### src/rtl/pipe_stage_reg.sv
// Elastic pipeline register with valid/ready handshake, flush and NOP bubbles.
// SKID=1 uses a 2-entry skid buffer so in_ready comes straight from flops.
module pipe_stage_reg #(
    parameter int unsigned DATA_W    = 32,
    parameter logic [31:0] NOP_VALUE = 32'h0000_0013,
    parameter bit          SKID      = 1'b1
) (
    input  logic              clk,
    input  logic              rst,
    input  logic              in_valid,
    output logic              in_ready,
    input  logic [DATA_W-1:0] in_data,
    output logic              out_valid,
    input  logic              out_ready,
    output logic [DATA_W-1:0] out_data,
    input  logic              flush,
    output logic [1:0]        occupancy
);

    localparam logic [DATA_W-1:0] NopData = DATA_W'(NOP_VALUE);

    typedef enum logic [1:0] {
        StEmpty = 2'd0,
        StOne   = 2'd1,
        StFull  = 2'd2
    } state_e;

    logic              accept;
    logic              send;
    logic [DATA_W-1:0] m_q, m_d;

    assign accept   = in_valid & in_ready;
    assign send     = out_valid & out_ready;
    assign out_data = out_valid ? m_q : NopData;

    if (SKID) begin : g_skid
        state_e            state_q, state_d;
        logic [DATA_W-1:0] s_q, s_d;

        always_comb begin
            state_d = state_q;
            m_d     = m_q;
            s_d     = s_q;
            if (flush) begin
                // Flush wins: any payload offered this cycle is dropped.
                state_d = StEmpty;
            end else begin
                unique case (state_q)
                    StEmpty: begin
                        if (accept) begin
                            state_d = StOne;
                            m_d     = in_data;
                        end
                    end
                    StOne: begin
                        if (accept && send) begin
                            m_d = in_data;
                        end else if (accept) begin
                            state_d = StFull;
                            s_d     = in_data;
                        end else if (send) begin
                            state_d = StEmpty;
                        end
                    end
                    StFull: begin
                        if (send) begin
                            state_d = StOne;
                            m_d     = s_q;
                        end
                    end
                    default: state_d = StEmpty;
                endcase
            end
        end

        always_ff @(posedge clk or posedge rst) begin
            if (rst) begin
                state_q <= StEmpty;
                m_q     <= '0;
                s_q     <= '0;
            end else begin
                state_q <= state_d;
                m_q     <= m_d;
                s_q     <= s_d;
            end
        end

        assign in_ready  = (state_q != StFull);
        assign out_valid = (state_q != StEmpty);
        assign occupancy = (state_q == StFull) ? 2'd2 :
                           (state_q == StOne)  ? 2'd1 : 2'd0;
    end else begin : g_single
        logic valid_q, valid_d;

        always_comb begin
            valid_d = valid_q;
            m_d     = m_q;
            if (flush) begin
                valid_d = 1'b0;
            end else if (accept) begin
                valid_d = 1'b1;
                m_d     = in_data;
            end else if (send) begin
                valid_d = 1'b0;
            end
        end

        always_ff @(posedge clk or posedge rst) begin
            if (rst) begin
                valid_q <= 1'b0;
                m_q     <= '0;
            end else begin
                valid_q <= valid_d;
                m_q     <= m_d;
            end
        end

        // Combinational ready: a draining entry frees the slot this cycle.
        assign in_ready  = ~valid_q | out_ready;
        assign out_valid = valid_q;
        assign occupancy = {1'b0, valid_q};
    end

endmodule
### config.mk
export PLATFORM = sky130hd
export DESIGN_NAME = pipe_stage_reg
export DESIGN_NICKNAME = d
export VERILOG_FILES = /design/src/rtl/pipe_stage_reg.sv
export SDC_FILE = /design/constraint.sdc
export NUM_CORES = 1
export LEC_CHECK = 0
export ABC_AREA = 0
export CAP_MARGIN = 20
export CORE_MARGIN = 2
export CORE_UTILIZATION = 35
export CTS_CLUSTER_SIZE = 24
export DETAILED_ROUTE_END_ITERATION = 16
export GPL_TIMING_DRIVEN = 1
export PLACE_DENSITY = 0.63
export SLEW_MARGIN = 20
export SYNTH_ARGS = -nofsm -noshare
export SYNTH_HDL_FRONTEND = slang
export SYNTH_SLANG_ARGS = --single-unit
### constraint.sdc
create_clock -name clk -period 2.3 [get_ports clk]
set_input_delay 0.575 -clock clk [delete_from_list [all_inputs] [get_ports clk]]
set_output_delay 0.575 -clock clk [all_outputs]
set_load 0.05 [all_outputs]
## After elaboration in Yosys (flattened, before gate mapping)

Cells that the tools add are included.

- Logic and storage cells: 38
- Flip-flop bits (word level): 66

- Multiplexer cells: 14
- Bitwise gates (word level): 4
- Eq/ne operators: 10
- Reduce and logical (&&, ||, !) cells: 7

Operators by type and width:

| kind | number |
|---|---|
| $mux W32 | 4 |
| $pmux W32 S3 | 1 |
| $mux W2 | 7 |
| $ne A3 B3 Y1 const B | 3 |
| $ne A2 B2 Y1 const B | 4 |
| $reduce_and A4 Y1 | 2 |
| $pmux W2 S3 | 1 |
| $reduce_and A5 Y1 | 1 |
| $ne A4 B4 Y1 const B | 1 |
| $reduce_bool A3 Y1 | 1 |
| $and A1 B1 Y1 | 2 |
| $eq A2 B1 Y1 const B | 1 |
| $eq A2 B2 Y1 const B | 1 |
| $logic_not A2 Y1 | 1 |
| $not A1 Y1 | 2 |
| $reduce_bool A2 Y1 | 1 |
| $logic_and A1 B1 Y1 | 1 |
| $mux W1 | 1 |

## Depth between registers and ports, before layout

Gate-level depths: netlist (run 1).

- Word-level depth: 7
- Gate-level depth with buffers: 6
- Depth with buffers taken out: 4

## Worst setup path after synthesis (run 1)

OpenSTA, ideal clock, no wires.

- Kind: reg-to-output
- From: register g_skid.state_q[1]
- To: output port out_data[10]
- Data arrival time: 1469 ps
- Stages on the path, launching flop included: 5
- Buffers on the path: 2
- Required time: 1725 ps
- Path slack: 256 ps
- Cells stage by stage: dfrtp_1 > buf_4 > nor2_1 > clkbuf_1 > nor2b_1

- Longest elaborated chain between the ends: 2

RTL lines:

| item | line | RTL |
|---|---|---|
| from (decl) | 37 | `state_e state_q, state_d;` |
| from (signal assigned) | 78 | `state_q <= StEmpty;` |
| from (signal assigned) | 82 | `state_q <= state_d;` |
| $reduce_bool A2 Y1 | 89 | `assign out_valid = (state_q != StEmpty);` |
| $mux W32 | 34 | `assign out_data = out_valid ? m_q : NopData;` |
| to (decl) | 15 | `output logic [DATA_W-1:0] out_data,` |

Every way passes these cells.

## Worst setup path in the final report (run 1)

- From: register g_skid.state_q[1]
- To: output port out_data[1]

The elaborated chain is that of the path after synthesis.

==> reports/qor.csv, run 1 <==
stage,metric,value,unit
detailed_routing,vias_per_cell,4.79,
yosys,synth_top_area_share,0.515,
detailed_routing,ant_nets,0,
critical_path,crit_start,g_skid.state_q[1],
clocking,root_buffer,clkbuf_8,
clocking,cts_tree,done,
yosys,synth.avg_cell_area,14.1,um^2
timing,hold_viol,0,
yosys,post_synth_num_cell_types,24,
floorplanning,rows,34,
floorplanning,ios,73,
power_and_ir_drop,power_switching,1.03,mW
floorplanning,initial_utilization,0.364,
critical_path,cp.arrival,1.58,ns
cells_and_area,drive_gt1_frac,0.526,
clocking,cts_buffer_depth,2,
critical_path,worstPathRequired,1.73,ns
status,outcome,"finished, final reports clean",
yosys,syn-cell-area,3210,um^2
power_and_ir_drop,internal_power,2.56,mW
critical_path,cp-start-kind,register,
yosys,async_flop_share,1.00,
power_and_ir_drop,pwr_density_cell,844,nW/um^2
yosys,synth_seq_cells,66,
yosys,synth_top_flop_cell,dfrtp_1,
grt,globalRoute.totalOverflow,0,
detailed_routing,num_vias,2002,
cells_and_area,finalNetCount,342,
yosys,yosys-top-cells-area,"dfrtp_1, mux2_2, nor2b_1",
critical_path,r2r_start,g_skid.state_q[0],
timing,fin_tns_setup,0,ns
yosys,ys_warn_count,0,
cells_and_area,n_antenna_cell,0,
timing,final_max_slew_viol_count,0,
timing,fin_skew,0.00638,ns
timing,fin_crit_sh,0.938,
timing,hold_slack,0.487,ns
yosys,synth_top_area_cell,dfrtp_1,
grt,grt_pass1_wl,10500,um
power_and_ir_drop,p_leak,1.87,nW
clocking,cts.reportedPaths.clkPinSlew,0.07,ns
power_and_ir_drop,pwr-share-comb,0.263,
clocking,numCtsBuffers,9,
critical_path,cp_max_fo,20,
clocking,cts_sinks,66,
critical_path,ff2ff_setup_slack,0.55,ns
critical_path,crit_type,register to output pin,
timing,max_freq,464,MHz
grt,grt_max_degree,67,
detailed_routing,drc,0,
critical_path,cp-end-kind,output pin,
yosys,synth.most_common_cell,mux2_2,
flow_run,max_cap_violations,0,
power_and_ir_drop,clock_power_share,0.301,
grt,antenna_found_initial,0,
yosys,synth_cells,227,
grt,grtUsageTotal,0.137,
detailed_routing,dr.first_iter.drc_count,58,
detailed_routing,routed_wl,6290,um
hold_path,hold_path.class,register to register,
floorplanning,core,8810,um^2
detailed_routing,drtPass1Iterations,3,
floorplanning,dieArea,9940,um^2
yosys,synth_edf_count,0,
hold_path,hold_start,m_q[31],
floorplanning,die_w,99.7,um
timing,max-slew-margin-rel,0.755,
timing,period_minus_slack,2.16,ns
power_and_ir_drop,switching_share,0.287,
power_and_ir_drop,p_seq_frac,0.436,
clocking,htreeDepth,3,
place,gp_congestion,0.776,
timing,rsz0062_at_grt,no,
grt,grt_pass1_vias,2102,
yosys,synth_fp_nets,264,
yosys,synth_seq_area_share,0.515,
clocking,clock_latency,0.33,ns
yosys,synth_commonest_cells,"mux2_2, dfrtp_1, nor2b_1",
cells_and_area,area_growth,32.9,%
place,io_buffers,72,
floorplanning,die_height,99.7,um
timing,setup_viol_count_final,0,
place,dpl.hpwl,4060,um
detailed_routing,wl_per_cell,15.0,um
timing,worst_pin_slew,0.367,ns
power_and_ir_drop,vdd_drop_max,0.000371,V
[repair_timing]
item | in CTS | in global routing
gates resized for setup | 1 | 0
buffers inserted | 0 | 0
setup endpoints to repair | 1 | 0
hold buffers | 0 | 0
[final timing paths]
kind	endpoint	depth (start not counted)
max reg2reg	m_q[31]	5
max in group asynchronous	g_skid.state_q[1]	3
min reg2reg	m_q[31]	1
max	out_data[1]	4
min	m_q[31]	1
min in group asynchronous	m_q[31]	3
[kinds of logic after synthesis]
| logic type | count (synthesis) | synth area share |
|---|---|---|
| compound gates | 6 | 0.0160 |
| buf+inv | 17 | 0.0421 |
| flops | 66 | 0.515 |
| mux | 96 | 0.343 |
| simple gates | 42 | 0.0839 |
[flip-flops by register name, indices dropped and copies added, names as in the netlist]
signal and flops:
g_skid.s_q 32, g_skid.state_q 2, m_q 32
[final cells by class]
type                       instances  area [um^2]
multi-input combinational        144         1420
inverter                           4         15.0
clock inverter                     5         77.6
tap                              108          135
fill                             820         4550
clock buffer                      11          141
timing repair buffer              80          816
sequential                        66         1650
[power groups by stage]
stage | combinational (mW) | clock, mW | sequential (mW)
finish | 0.946 | 1.08 | 1.57
global route | 1.01 | 1.18 | 1.61
CTS | 0.964 | 1.12 | 1.57
detailed placement | 0.962 | 0 | 1.59
global placement | 0.942 | 0 | 1.58
floorplan | 0.689 | 0 | 1.55
[layer usage]
metal  GRT usage  routed length (um)
met5           0                   0
met1       0.173                2900
met2       0.215                2950
met3      0.0492                 339
met4      0.0569                  95
[critical path, cell delays in order (launching register included)]
cell     delay [ns]
dfrtp_2        0.48
nor2_2         0.07
buf_4          0.21
or2_2          0.33
buf_12         0.16
[layout by cell type (no fill, tap or decap), types with 2 or more instances in the layout]
master	n
inv_2	2
mux2_2	86
buf_4	34
or2_2	3
buf_12	10
a21oi_1	2
bufinv_16	2
clkbuf_8	10
dfrtp_1	65
nor2b_1	29
nor2_1	2
mux2_4	5
mux2_1	5
nor2_2	2
inv_1	2
clkinv_2	2
clkdlybuf4s50_1	36
[stage by stage]
stage	std cells	utilization	total power, mW	worst slack [ns]	area (um^2)
3_5_place_dp	402	0.459	2.55	0.0611	4040
4_1_cts	418	0.484	3.65	0.100	4260
3_3_place_gp	402	0.459	2.52	0.101	4040
5_1_grt	418	0.484	3.80	0.0521	4260
2_1_floorplan	227	-	2.24	0.0702	3210
6_report	418	0.484	3.59	0.143	4260
No activity file was read; power rests on OpenSTA's default activity.
==> run 2, diff against run 1 <==
Settings changed: CAP_MARGIN 20 to 15.
==> results of run 2 <==
No change in the layout: final DEF, timing and power equal those of run 1.
